`src/rtl/fifo_arb_pkg.sv`:
```
// Shared types and helpers for the round-robin FIFO write arbiter.
// Holds the arbiter state encoding and the grant-pointer width helper.
package fifo_arb_pkg;

  typedef enum logic {
    IDLE = 1'b0,
    BUSY = 1'b1
  } arb_state_t;

  // Width of a requester index; never narrower than one bit.
  function automatic int ptr_width(input int n);
    return (n > 1) ? $clog2(n) : 1;
  endfunction

endpackage

```
`src/rtl/rr_picker.sv`:
```
// Combinational round-robin search: first eligible index strictly after
// last_grant, wrapping modulo NUM_REQ.
module rr_picker
  import fifo_arb_pkg::*;
#(
  parameter int NUM_REQ = 4,
  parameter int PTR_W   = ptr_width(NUM_REQ)
) (
  input  logic [NUM_REQ-1:0] eligible,
  input  logic [PTR_W-1:0]   last_grant,
  output logic               found,
  output logic [PTR_W-1:0]   index
);

  int cand;

  // Walk the offsets from farthest to nearest so the nearest eligible wins.
  always_comb begin
    found = |eligible;
    index = '0;
    cand  = 0;
    for (int off = NUM_REQ; off >= 1; off--) begin
      cand = int'(last_grant) + off;
      if (cand >= NUM_REQ) cand = cand - NUM_REQ;
      if (eligible[cand]) index = PTR_W'(cand);
    end
  end

endmodule

```
`src/rtl/fifo_wr_arbiter.sv`:
```
// Round-robin arbiter granting one requester at a time a packet burst of
// up to MAX_BEATS words into a downstream FIFO.
module fifo_wr_arbiter
  import fifo_arb_pkg::*;
#(
  parameter int NUM_REQ   = 4,
  parameter int WIDTH     = 8,
  parameter int MAX_BEATS = 16
) (
  input  logic                       clk,
  input  logic                       rst_n,
  input  logic [NUM_REQ-1:0]         req_valid_i,
  input  logic [NUM_REQ*WIDTH-1:0]   req_data_i,
  input  logic [NUM_REQ-1:0]         req_last_i,
  output logic [NUM_REQ-1:0]         req_ready_o,
  input  logic [NUM_REQ-1:0]         req_mask_i,
  input  logic                       fifo_full_i,
  output logic                       fifo_wr_en_o,
  output logic [WIDTH-1:0]           fifo_write_data_o,
  output logic                       grant_valid_o,
  output logic [$clog2(NUM_REQ)-1:0] grant_id_o
);

  localparam int PTR_W = ptr_width(NUM_REQ);
  localparam int CNT_W = $clog2(MAX_BEATS + 1);

  arb_state_t         state, state_nxt;
  logic [PTR_W-1:0]   grant_q, grant_nxt;
  logic [PTR_W-1:0]   last_grant, last_grant_nxt;
  logic [CNT_W-1:0]   beat_cnt, beat_cnt_nxt;
  logic [NUM_REQ-1:0] ready;
  logic               beat;
  logic               pick_found;
  logic [PTR_W-1:0]   pick_idx;

  rr_picker #(
    .NUM_REQ (NUM_REQ),
    .PTR_W   (PTR_W)
  ) u_picker (
    .eligible   (req_valid_i & req_mask_i),
    .last_grant (last_grant),
    .found      (pick_found),
    .index      (pick_idx)
  );

  always_ff @(posedge clk) begin
    if (!rst_n) begin
      state      <= IDLE;
      grant_q    <= '0;
      last_grant <= PTR_W'(NUM_REQ - 1);
      beat_cnt   <= '0;
    end else begin
      state      <= state_nxt;
      grant_q    <= grant_nxt;
      last_grant <= last_grant_nxt;
      beat_cnt   <= beat_cnt_nxt;
    end
  end

  assign beat = (state == BUSY) && req_valid_i[grant_q] && !fifo_full_i;

  always_comb begin
    state_nxt      = state;
    grant_nxt      = grant_q;
    last_grant_nxt = last_grant;
    beat_cnt_nxt   = beat_cnt;
    ready          = '0;
    case (state)
      IDLE: begin
        if (pick_found) begin
          grant_nxt    = pick_idx;
          beat_cnt_nxt = '0;
          state_nxt    = BUSY;
        end
      end
      BUSY: begin
        ready[grant_q] = !fifo_full_i;
        if (beat) begin
          beat_cnt_nxt = beat_cnt + CNT_W'(1);
          if (req_last_i[grant_q] || (beat_cnt == CNT_W'(MAX_BEATS - 1))) begin
            state_nxt      = IDLE;
            last_grant_nxt = grant_q;
          end
        end
      end
      default: state_nxt = IDLE;
    endcase
  end

  // Outputs are forced low while reset is asserted so an aborted packet
  // cannot push one more word before the state register clears.
  assign req_ready_o       = rst_n ? ready : '0;
  assign fifo_wr_en_o      = rst_n && beat;
  assign fifo_write_data_o = rst_n ? req_data_i[int'(grant_q)*WIDTH +: WIDTH] : '0;
  assign grant_valid_o     = rst_n && (state == BUSY);
  assign grant_id_o        = grant_q;

endmodule

```
`config.mk`:
```
export PLATFORM = sky130hd
export DESIGN_NAME = fifo_wr_arbiter
export DESIGN_NICKNAME = d
export VERILOG_FILES = /design/src/rtl/fifo_arb_pkg.sv /design/src/rtl/rr_picker.sv /design/src/rtl/fifo_wr_arbiter.sv
export SDC_FILE = /design/constraint.sdc
export NUM_CORES = 1
export LEC_CHECK = 0
export BUFFER_PORTS_ARGS = -buffer_cell sky130_fd_sc_hd__buf_2
export CAP_MARGIN = 0
export CORE_AREA = 5 5 58 60
export DETAILED_ROUTE_END_ITERATION = 8
export DIE_AREA = 0 0 63 65
export HOLD_SLACK_MARGIN = 0.06
export PLACE_DENSITY = 0.67
export SYNTH_ARGS = -nofsm -noshare
export SYNTH_HDL_FRONTEND = slang
export SYNTH_SLANG_ARGS = --single-unit
```
`constraint.sdc`:
```
create_clock -name clk -period 2.25 [get_ports clk]
set_clock_uncertainty 0.15 [all_clocks]
set_input_delay 0.5625 -clock clk [delete_from_list [all_inputs] [get_ports clk]]
set_output_delay 0.5625 -clock clk [all_outputs]
set_load 0.01 [all_outputs]
```
---- Yosys cells after proc, flatten, opt, wreduce, memory -nomap -nowiden ----
Cells that the tools add are included.
storage, ports and cells
  memory bits (read-only) ................. 0
  latch bits .............................. 0
  RAM bits ................................ 0
  logic and storage cells ................. 77
  flip-flop bits (word level) ............. 10
  output and inout port bits .............. 16
  input bits .............................. 47
  memories ................................ 0
cells by class
  div/mod/pow operators ................... 0
  $mul .................................... 0
  order comparisons ....................... 10
  shifts and indexed selects .............. 1
  multiplexer cells ....................... 36
  equal/unequal tests ..................... 3
  bitwise operators ....................... 3
  add/sub/neg operators ................... 9
  reductions and logical operators ........ 11
operators by type and width
  kind                                                                                  number
  32-bit by 4-bit greater-or-equal comparator with 1-bit output, second input constant  4
  32-bit by 4-bit less-than comparator with 1-bit output, second input constant         4
  32-bit two-way mux                                                                    4
  32-bit by 4-bit subtractor with 32-bit output, second input constant                  4
  32-bit by 6-bit indexed part select with 8-bit output                                 1
  1-bit two-way mux                                                                     14
  1-bit binary-select mux with 2-bit select                                             6
  5-bit two-way mux                                                                     2
  5-bit one-hot mux with 2 select lines                                                 1
  4-bit bitwise AND                                                                     2
  2-bit two-way mux                                                                     4
  4-bit two-way mux                                                                     2
  8-bit two-way mux                                                                     1
  2-bit by 2-bit adder with 3-bit output, second input constant                         2
  5-bit by 1-bit adder with 5-bit output, second input constant                         1
  5-bit by 4-bit == test with 1-bit output, second input constant                       1
  1-bit logical AND                                                                     5
  2-bit by 3-bit adder with 4-bit output, second input constant                         1
  2-bit AND reduction                                                                   2
  4-bit OR reduction                                                                    1
  2-bit by 1-bit adder with 3-bit output, second input constant                         1
  2-bit by 3-bit less-than comparator with 1-bit output, second input constant          1
  3-bit AND reduction                                                                   1
  1-bit demux with 2-bit select                                                         1
  7 further kinds                                                                       7

---- Logic depth before layout (Yosys ltp) ----
Gate-level depths: netlist of the first run.
  depth in word-level cells ............... 10
  gate-level depth with buffers ........... 6
  gate-level depth less buffers ........... 6

---- Modules after synthesis ----
From an unflattened synthesis of the first run, not the netlist that was laid out.
second synthesis, totals
  cells, all modules ...................... 108
  area, all modules ....................... 1,013.5 um^2
by module, submodules not included
  module           cells an instance  area an instance (um^2)  instances
  fifo_wr_arbiter  94                 922.1                    1
  rr_picker        14                 91.3                     1

---- Worst setup path before layout of the first run ----
No wires, ideal clock.
  path type ............................... reg-to-output
  start ................................... reg grant_q[0], in the netlist grant_id_o[0]
  end ..................................... out fifo_write_data_o[4]
  required time ........................... 1.537 ns
  path buffers ............................ 2
  slack ................................... 0.058 ns
  data arrival time ....................... 1.480 ns
  cell stages (with the launch flop) ...... 5
  cells stage by stage .................... dfxtp_1 buf_4 buf_2 mux4_2 and2_1
between the ends
  word-level cells in the longest chain between the ends .. 2
RTL lines
  item                                                   line                   source
  from (decl)                                            fifo_wr_arbiter.sv:28  logic [PTR_W-1:0] grant_q, grant_nxt;
  from (signal assigned)                                 fifo_wr_arbiter.sv:54  grant_q <= grant_nxt;
  32-bit by 6-bit indexed part select with 8-bit output  fifo_wr_arbiter.sv:94  assign fifo_write_data_o = rst_n ? req_data_i[int'(grant_q)*WIDTH +: WIDTH] : '0;
  8-bit two-way mux                                      fifo_wr_arbiter.sv:94
  to (decl)                                              fifo_wr_arbiter.sv:19  output logic [WIDTH-1:0] fifo_write_data_o,
Every way passes these cells.

---- Worst setup path in the final report of the first run ----
  start ................................... reg grant_q[0], in the netlist grant_id_o[0]
  end ..................................... out fifo_write_data_o[1]
The elaborated chain is that of the path after synthesis.

==> impl_metrics.yaml, run 1 <==
outcome:
  outcome: "finished, final reports clean"
pwr:
  max-vdd-ir-drop_uv: 427
  p_leak_uw: 0.000714
  cellPowerDensity_nw_per_um2: 439
  p_total_uw: 655
synth:
  syn_nets: 145
  synthCells: 96
  synthFlopType: "dfxtp_1"
  synth_area_leaders: "dfxtp_1, mux4_2, and2_1"
  yosysWarnings: 0
  yosysTopAreaCellShare: 0.213
  synthArstFlopShare: 0
  synth_edf_count: 0
  yosysUniqueCellTypes: 41
  yosysSeqAreaShare: 0.213
  syn_area_um2: 941
  syn_avg_cell_area_um2: 9.80
  ys_ff_latch: 10
  yosysTopAreaCell: "dfxtp_1"
sta:
  final.period_utilization: 0.995
  worst_slew_pin_slew_ps: 381
  slew_headroom: 0.744
  setup_viol: 0
  rsz0062_at_grt: "true"
  clock.fmax_ghz: 0.447
  fin_ws_ps: 10.8
  hold_viol_final: 0
  post-route-min-period_ps: 2240
  finalMaxSlewViolations: 0
floorplan:
  initial_core_util: 0.327
  boundaryPins: 63
  dieArea_um2: 4100
  core_region_area_um2: 2880
  die_h_um: 65
  die-width_um: 63
  rows: 20
clocking:
  root_buffer: "clkbuf_4"
  worstSkewPairLatency_ps: 270
  hold_buffers: 0
  cts.clk_slew.worst_paths_ps: 70
  cts_made_buffers: 3
  tritoncts: "done"
  clock-sinks: 10
  cts.path.max_buffers: 2
  ctsHtreeMaxLevel: 1
final_layout:
  areaGrowthSynthToFinish_pct: 58.6
  nets: 220
  drive_above_1_share: 0.594
  layout_common_cells: "buf_2, buf_4, dfxtp_1, mux4_2, buf_6"
  final_core_util: 0.519
  layout_commonest_cell: "buf_2"
  n_antenna_cell: 0
  final_area_um2: 1490
critical_path:
  path_class: "reg -> out"
  path_cells: "buf_6 > mux4_2 > and2_4 > buf_6"
  worstPathArrival_ps: 1530
  cp_num_cells: 4
  cp-start-kind: "register"
  crit_path_max_incr_delay_ps: 510
  worstPathRequired_ps: 1540
  cpMaxStageDelayCell: "mux4_2"
  worst-path-buf-inv: 2
  crit_top_cell: "buf_6"
  reg2reg_depth: 7
  reg2reg_slack_ps: 40
  crit_fanout: 4
  critical_path.endpoint_type: "output pin"
  regToRegStartpoint: "grant_id_o[0]"
  startpoint: "grant_id_o[0]"
  critical_path.top_delay_family: "multiplexers"
worst_hold_path:
  hold_path.class: "reg -> reg"
  min_from: "beat_cnt[4]"
  hold_path_depth: 1
global_routing:
  grt_pass1_vias: 1118
  grt_antenna_before_repair: 0
  grtUsageTotal: 0.144
  grt_overflow: 0
  grt_max_degree: 15
  grt_pass1_wl_mm: 4.84
placement:
  gp_congestion: 0.801
  place_area_um2: 1320
  dpl_worst_slack_ps: 121
  hpwl_mm: 2.49
  port_buffers: 62
routing:
  ant_nets: 0
  wire_per_inst_um: 14.9
  firstDrtPassIters: 4
  avgViaCountPerCell: 5.21
  vias: 1058
  drc: 0
  drt_iter0_drc: 39
  wl_mm: 3.02
run:
  cap_viol_max_count: 0
## routing by layer
layer  up-vias  wire length (um)  global-route usage
met2        43              1670               0.279
met5         -                 0                   0
met4         0                11              0.0345
met1       491              1120               0.142
met3         2               224              0.0555
li1        522                 -                   -
## per-stage QoR
stage | hold slack (ps) | setup TNS, ps | std cells
after floorplan | 292 | 0 | 96
after global placement | 310 | 0 | 194
after detailed placement | 315 | 0 | 194
after CTS | 339 | 0 | 203
after global routing | 366 | -327 | 203
final | 330 | 0 | 203
## flip-flops by register name, indices dropped and copies added (netlist names)
register,flops
state,1
last_grant,2
grant_id_o,2
beat_cnt,5
## worst paths after layout
| check | end |
|---|---|
| max | fifo_write_data_o[1] |
| min | beat_cnt[4] |
| max reg2reg | last_grant[0] |
| min reg2reg | beat_cnt[4] |
## power breakdown
group          leakage, uW  switching, uW  internal, uW
logic             0.000611            119           182
registers        0.0000822           9.20           187
clock network    0.0000210           60.2          98.2
total             0.000714            188           467
## cell families after synthesis
family / share of synthesized area
simple gates: 0.247
compound gates: 0.165
fa+ha+maj: 0.0266
mux: 0.286
buf+inv: 0.0532
flops: 0.213
xor+xnor: 0.00931
## synthesized netlist by cell type, types with 3 or more instances
cell type and count:
and2_1 9, inv_1 3, nor3b_1 3, and3_1 3, mux2_2 3, mux2i_1 3, mux4_2 8, a22oi_1 3
dfxtp_1 10, nor2_1 4, nand2_1 5, nor3_1 6
## worst register-to-register path, stage by stage (launching register included)
cell       delay (ps)
dfxtp_4           350
buf_4             130
bufbuf_16         250
buf_4             150
or3b_1            420
o22ai_4           150
o311ai_2          170
a221o_1           320
## final cells by class
type / count / area [um^2]
well taps: 33 / 41.3
fillers: 251 / 1390
multi-input cells: 77 / 713
repair buffers: 76 / 487
inverters: 3 / 11.3
clock buffers: 4 / 36.3
flip-flops and latches: 10 / 204
## timing repair
action	in CTS	in global routing
setup buffers	4	0
setup endpoints to repair	6	11
cloned	1	0
endpoints found under the hold margin	0	0
pin swaps	1	2
gates resized for setup	5	13
(Power assumes the default switching activity.)
==> run 2: changes to the inputs <==
==> constraint.sdc (replaced) <==
create_clock -name clk -period 2.6 [get_ports clk]
set_clock_uncertainty 0.15 [all_clocks]
set_input_delay 0.65 -clock clk [delete_from_list [all_inputs] [get_ports clk]]
set_output_delay 0.65 -clock clk [all_outputs]
set_load 0.01 [all_outputs]
==> impl_metrics.yaml, run 2 (synthesis gave the netlist of run 1 again) <==
outcome:
  outcome: "finished, final reports clean"
global_routing:
  grt_pass1_vias: 1083
  grt_overflow: 0
  grt_pass1_wl_mm: 4.69
  grt_antenna_before_repair: 0
  grtUsageTotal: 0.137
  grt_max_degree: 17
sta:
  worst_slew_pin_slew_ps: 351
  finalMaxSlewViolations: 0
  slew_headroom: 0.764
  post-route-min-period_ps: 2430
  hold_viol_final: 0
  final.period_utilization: 0.933
  whs_ps: 324
  setup_viol: 0
  rsz0062_at_grt: "false"
  setup_tns_ps: 0
  clock.fmax_ghz: 0.412
clocking:
  clock-sinks: 10
  worstSkewPairLatency_ps: 260
  ctsHtreeMaxLevel: 1
  cts.clk_slew.worst_paths_ps: 60
  root_buffer: "clkbuf_4"
  tritoncts: "done"
  cts.path.max_buffers: 2
  cts_made_buffers: 3
routing:
  avgViaCountPerCell: 5.53
  firstDrtPassIters: 4
  drt_iter0_drc: 30
  drc: 0
  wl_mm: 2.91
  vias: 1050
  wire_per_inst_um: 15.3
  ant_nets: 0
pwr:
  p_leak_uw: 0.000615
  max-vdd-ir-drop_uv: 338
  p_total_uw: 464
  cellPowerDensity_nw_per_um2: 359
floorplan:
  dieArea_um2: 4100
  rows: 20
  die_h_um: 65
  die-width_um: 63
  initial_core_util: 0.327
  core_region_area_um2: 2880
  boundaryPins: 63
critical_path:
  startpoint: "grant_id_o[0]"
  reg2reg_slack_ps: 610
  worstPathArrival_ps: 1630
  crit_fanout: 10
  cp-start-kind: "register"
  critical_path.endpoint_type: "output pin"
  path_class: "reg -> out"
  cpMaxStageDelayCell: "mux4_2"
  path_cells: "mux4_2 > and2_1 > buf_2"
  worstPathRequired_ps: 1800
  crit_path_max_incr_delay_ps: 540
  crit_end: "fifo_write_data_o[5]"
  r2r-end: "last_grant[0]"
  critical_path.top_delay_family: "multiplexers"
  worst-path-buf-inv: 1
  cp_num_cells: 3
  regToRegStartpoint: "grant_id_o[0]"
  reg2reg_depth: 5
final_layout:
  fillers: 298
  drive_above_1_share: 0.522
  nets: 208
  largest_register_ffs: 5
  multi_input_comb_area_um2: 691
  top_register: "beat_cnt"
  stdcell_count: 190
  final_core_util: 0.449
  n_antenna_cell: 0
  layout_commonest_cell: "buf_2"
  layout_common_cells: "buf_2, and2_1, dfxtp_1, mux4_2, nor3_1"
  areaGrowthSynthToFinish_pct: 37.4
  seqCellArea_um2: 201
worst_hold_path:
  hold_path.class: "reg -> reg"
placement:
  dp_cells: 187
  hpwl_mm: 2.45
  gp_congestion: 0.809
  port_buffers: 62
run:
  cap_viol_max_count: 0
-- run 2: worst min path at each step --
stage / start / end / slack, ps / cells after the start
after floorplan: beat_cnt[4] / beat_cnt[4] / 290 / 1
after global placement: beat_cnt[4] / beat_cnt[4] / 310 / 1
after detailed placement: beat_cnt[4] / beat_cnt[4] / 310 / 1
after CTS: beat_cnt[4] / beat_cnt[4] / 330 / 1
after global routing: beat_cnt[4] / beat_cnt[4] / 370 / 1
final: beat_cnt[4] / beat_cnt[4] / 320 / 1
-- run 2: stage by stage --
step	area, um^2	setup slack, ps
after global routing	1290	70.1
after CTS	1290	145
final	1290	174
after detailed placement	1270	208
after floorplan	941	320
after global placement	1270	225
-- run 2: repair_timing --
action	in CTS	in global routing
hold buffers	0	0
setup endpoints to repair	9	0
resized for setup	1	0
buffers inserted	0	0
-- run 2: cell type report --
class | instances | share of cell area
multi-input combinational | 77 | 0.534
timing repair buffer | 64 | 0.252
sequential | 10 | 0.156
tap | 33 | 0.0319
clock buffer | 3 | 0.0174
inverter | 3 | 0.00871
-- run 2: where the power goes --
group | total [uW] | switching, uW | internal, uW
registers | 180 | 18.8 | 162
clock network | 100 | 46.9 | 53.2
logic | 184 | 79.8 | 104
-- run 2: worst reg2reg max path, cell delays in order (launching register included) --
cell      delay (ps)
dfxtp_2          420
buf_4            220
or3b_1           400
o22ai_2          200
o311ai_2         180
a221o_1          320
-- run 2: per-layer routing --
metal / global-route usage / wire length, um
met1: 0.137 / 989
met5: 0 / 0
met2: 0.272 / 1660
met4: 0.0106 / 14
met3: 0.0537 / 247
==> run 3: changes to the inputs <==
--- a/config.mk
+++ b/config.mk
@@ -5,13 +5,14 @@
 export SDC_FILE = /design/constraint.sdc
 export NUM_CORES = 1
 export LEC_CHECK = 0
+export ABC_AREA = 1
 export BUFFER_PORTS_ARGS = -buffer_cell sky130_fd_sc_hd__buf_2
 export CAP_MARGIN = 0
 export CORE_AREA = 5 5 58 60
 export DETAILED_ROUTE_END_ITERATION = 8
 export DIE_AREA = 0 0 63 65
 export HOLD_SLACK_MARGIN = 0.06
-export PLACE_DENSITY = 0.67
+export PLACE_DENSITY = 0.68
 export SYNTH_ARGS = -nofsm -noshare
 export SYNTH_HDL_FRONTEND = slang
 export SYNTH_SLANG_ARGS = --single-unit
==> impl_metrics.yaml, run 3 <==
critical_path:
  crit_end: "fifo_wr_en_o"
  worstPathArrival_ps: 1650
  worstPathRequired_ps: 1800
  reg2reg_slack_ps: 960
  r2r-end: "last_grant[0]"
  crit_fanout: 6
  critical_path.endpoint_type: "output pin"
  regToRegStartpoint: "beat_cnt[0]"
  cp-start-kind: "register"
  reg2reg_depth: 8
  path_class: "reg -> out"
  startpoint: "grant_id_o[1]"
synth:
  yosysUniqueCellTypes: 25
  synthFlopType: "dfxtp_1"
  syn_avg_cell_area_um2: 5.69
  synthCells: 171
  synthSimpleGateAreaFrac: 0.494
  synthMuxAreaShare: 0
  synth_area_leaders: "nand2_1, dfxtp_1, nand3_1"
  synth_xor_area_frac: 0.00900
  ys_ff_latch: 10
  synth_top_family_by_area: "simple AND/OR/NAND/NOR gates"
  synthArstFlopShare: 0
  synth_edf_count: 0
  synth_most_common_cell: "nand2_1"
  synth_compound_area_frac: 0.176
  synthAdderAreaFrac: 0.0257
  syn_area_um2: 973
  syn_nets: 220
  yosysWarnings: 0
  yosysTopAreaCell: "nand2_1"
  yosysTopAreaCellShare: 0.285
  synth.top_cells.by_count: "nand2_1, nand3_1, inv_1"
  yosysSeqAreaShare: 0.206
global_routing:
  grt_pass1_vias: 1274
  top_usage_layer: "met2"
  grt_max_degree: 11
  grt_overflow: 0
  grt_antenna_before_repair: 0
  use_met3: 0.0243
  use_met2: 0.282
  grt_pass1_wl_mm: 5.22
  met1_usage: 0.176
  grtUsageTotal: 0.152
final_layout:
  areaGrowthSynthToFinish_pct: 40.1
  largest_register_ffs: 5
  layout_common_cells: "nand2_1, buf_2, nand3_1, inv_1"
  n_antenna_cell: 0
  layout_commonest_cell: "nand2_1"
  nets: 287
  drive_above_1_share: 0.359
  top_register: "beat_cnt"
  fillers: 311
sta:
  setup_viol: 0
  rsz0062_at_grt: "false"
  clock.fmax_ghz: 0.409
  hold_viol_final: 0
  finalMaxSlewViolations: 0
  final.period_utilization: 0.941
  worst_slew_pin_slew_ps: 349
  slew_headroom: 0.767
  setup_tns_ps: 0
  post-route-min-period_ps: 2450
  whs_ps: 344
pwr:
  max-vdd-ir-drop_uv: 225
  p_int_uw: 340
  cellPowerDensity_nw_per_um2: 391
  p_seq_frac: 0.325
  switching_share: 0.362
  p_clk_frac: 0.263
  p_switching_uw: 193
  p_leak_uw: 0.000769
  combPwrFrac: 0.412
routing:
  avgViaCountPerCell: 4.83
  drt_iter0_drc: 59
  drc: 0
  ant_nets: 0
  wl_mm: 3.05
  wire_per_inst_um: 11.3
  firstDrtPassIters: 4
  vias: 1305
clocking:
  cts.path.max_buffers: 2
  ctsHtreeMaxLevel: 1
  cts_setup_buffers: 0
  cts.clk_slew.worst_paths_ps: 70
  tritoncts: "done"
  hold_buffers: 0
  cts_made_buffers: 3
  clock-sinks: 10
  cts_resized: 0
  root_buffer: "clkbuf_4"
  worstSkewPairLatency_ps: 260
floorplan:
  die_h_um: 65
  dieArea_um2: 4100
  boundaryPins: 63
  rows: 20
  initial_core_util: 0.338
  core_region_area_um2: 2880
  die-width_um: 63
placement:
  gp_congestion: 0.827
  hpwl_mm: 2.56
  port_buffers: 62
run:
  cap_viol_max_count: 0
outcome:
  outcome: "finished, final reports clean"
worst_hold_path:
  hold_path.class: "reg -> reg"
## run 3: logic make-up (layout without fill, tap and decap cells)
family                     count (synthesis)  after routing
AOI/OAI and AO/OA                         26             26
xor gates and xnor gates                   1              1
and+or+nand+nor                          112            112
adders and majority gates                  2              2
DFF                                       10             10
buffers and inverters                     20             86
## run 3: per-layer routing
metal,vias to the layer above,wire length [um]
met1,570,1280
li1,698,-
met4,0,8
met2,35,1590
met5,-,0
met3,2,177
## run 3: worst max-delay path, cell delays in order, from the launching register on
cell	delay [ps]
dfxtp_1	440
buf_4	190
nor2_4	40
nand2_1	60
nand2_2	60
o21ai_4	240
inv_2	90
nand2_2	80
inv_2	40
buf_2	130
## run 3: worst min-delay path by stage
stage	startpoint	to	slack (ps)	depth (start not counted)
global route	beat_cnt[0]	beat_cnt[0]	370	1
global placement	beat_cnt[0]	beat_cnt[0]	320	1
floorplan	beat_cnt[4]	beat_cnt[4]	300	2
CTS	beat_cnt[4]	beat_cnt[4]	340	2
detailed placement	beat_cnt[0]	beat_cnt[0]	320	1
finish	beat_cnt[0]	beat_cnt[0]	340	1
## run 3: layout make-up
cell class                 instances  area [um^2]  area share
tap                               33         41.3      0.0303
multi-input combinational        141          686       0.503
timing repair buffer              65          333       0.244
sequential                        10          201       0.148
inverter                          17         66.3      0.0486
clock buffer                       4         36.3      0.0266
## run 3: power by group through the flow
stage	registers, uW	clock network, uW	logic (uW)
after global placement	177	0	220
after CTS	173	145	222
after floorplan	173	0	136
after detailed placement	177	0	221
final	173	140	220
after global routing	175	152	247
## run 3: stage by stage
stage                util  power (uW)  setup WS [ps]  cells  cell area (um^2)
finish              0.474         533            154    270              1360
floorplan               -         309            366    171               973
CTS                 0.473         541           83.5    270              1360
global placement    0.461         398            324    266              1330
global route        0.474         574           7.60    270              1360
detailed placement  0.461         398            296    266              1330
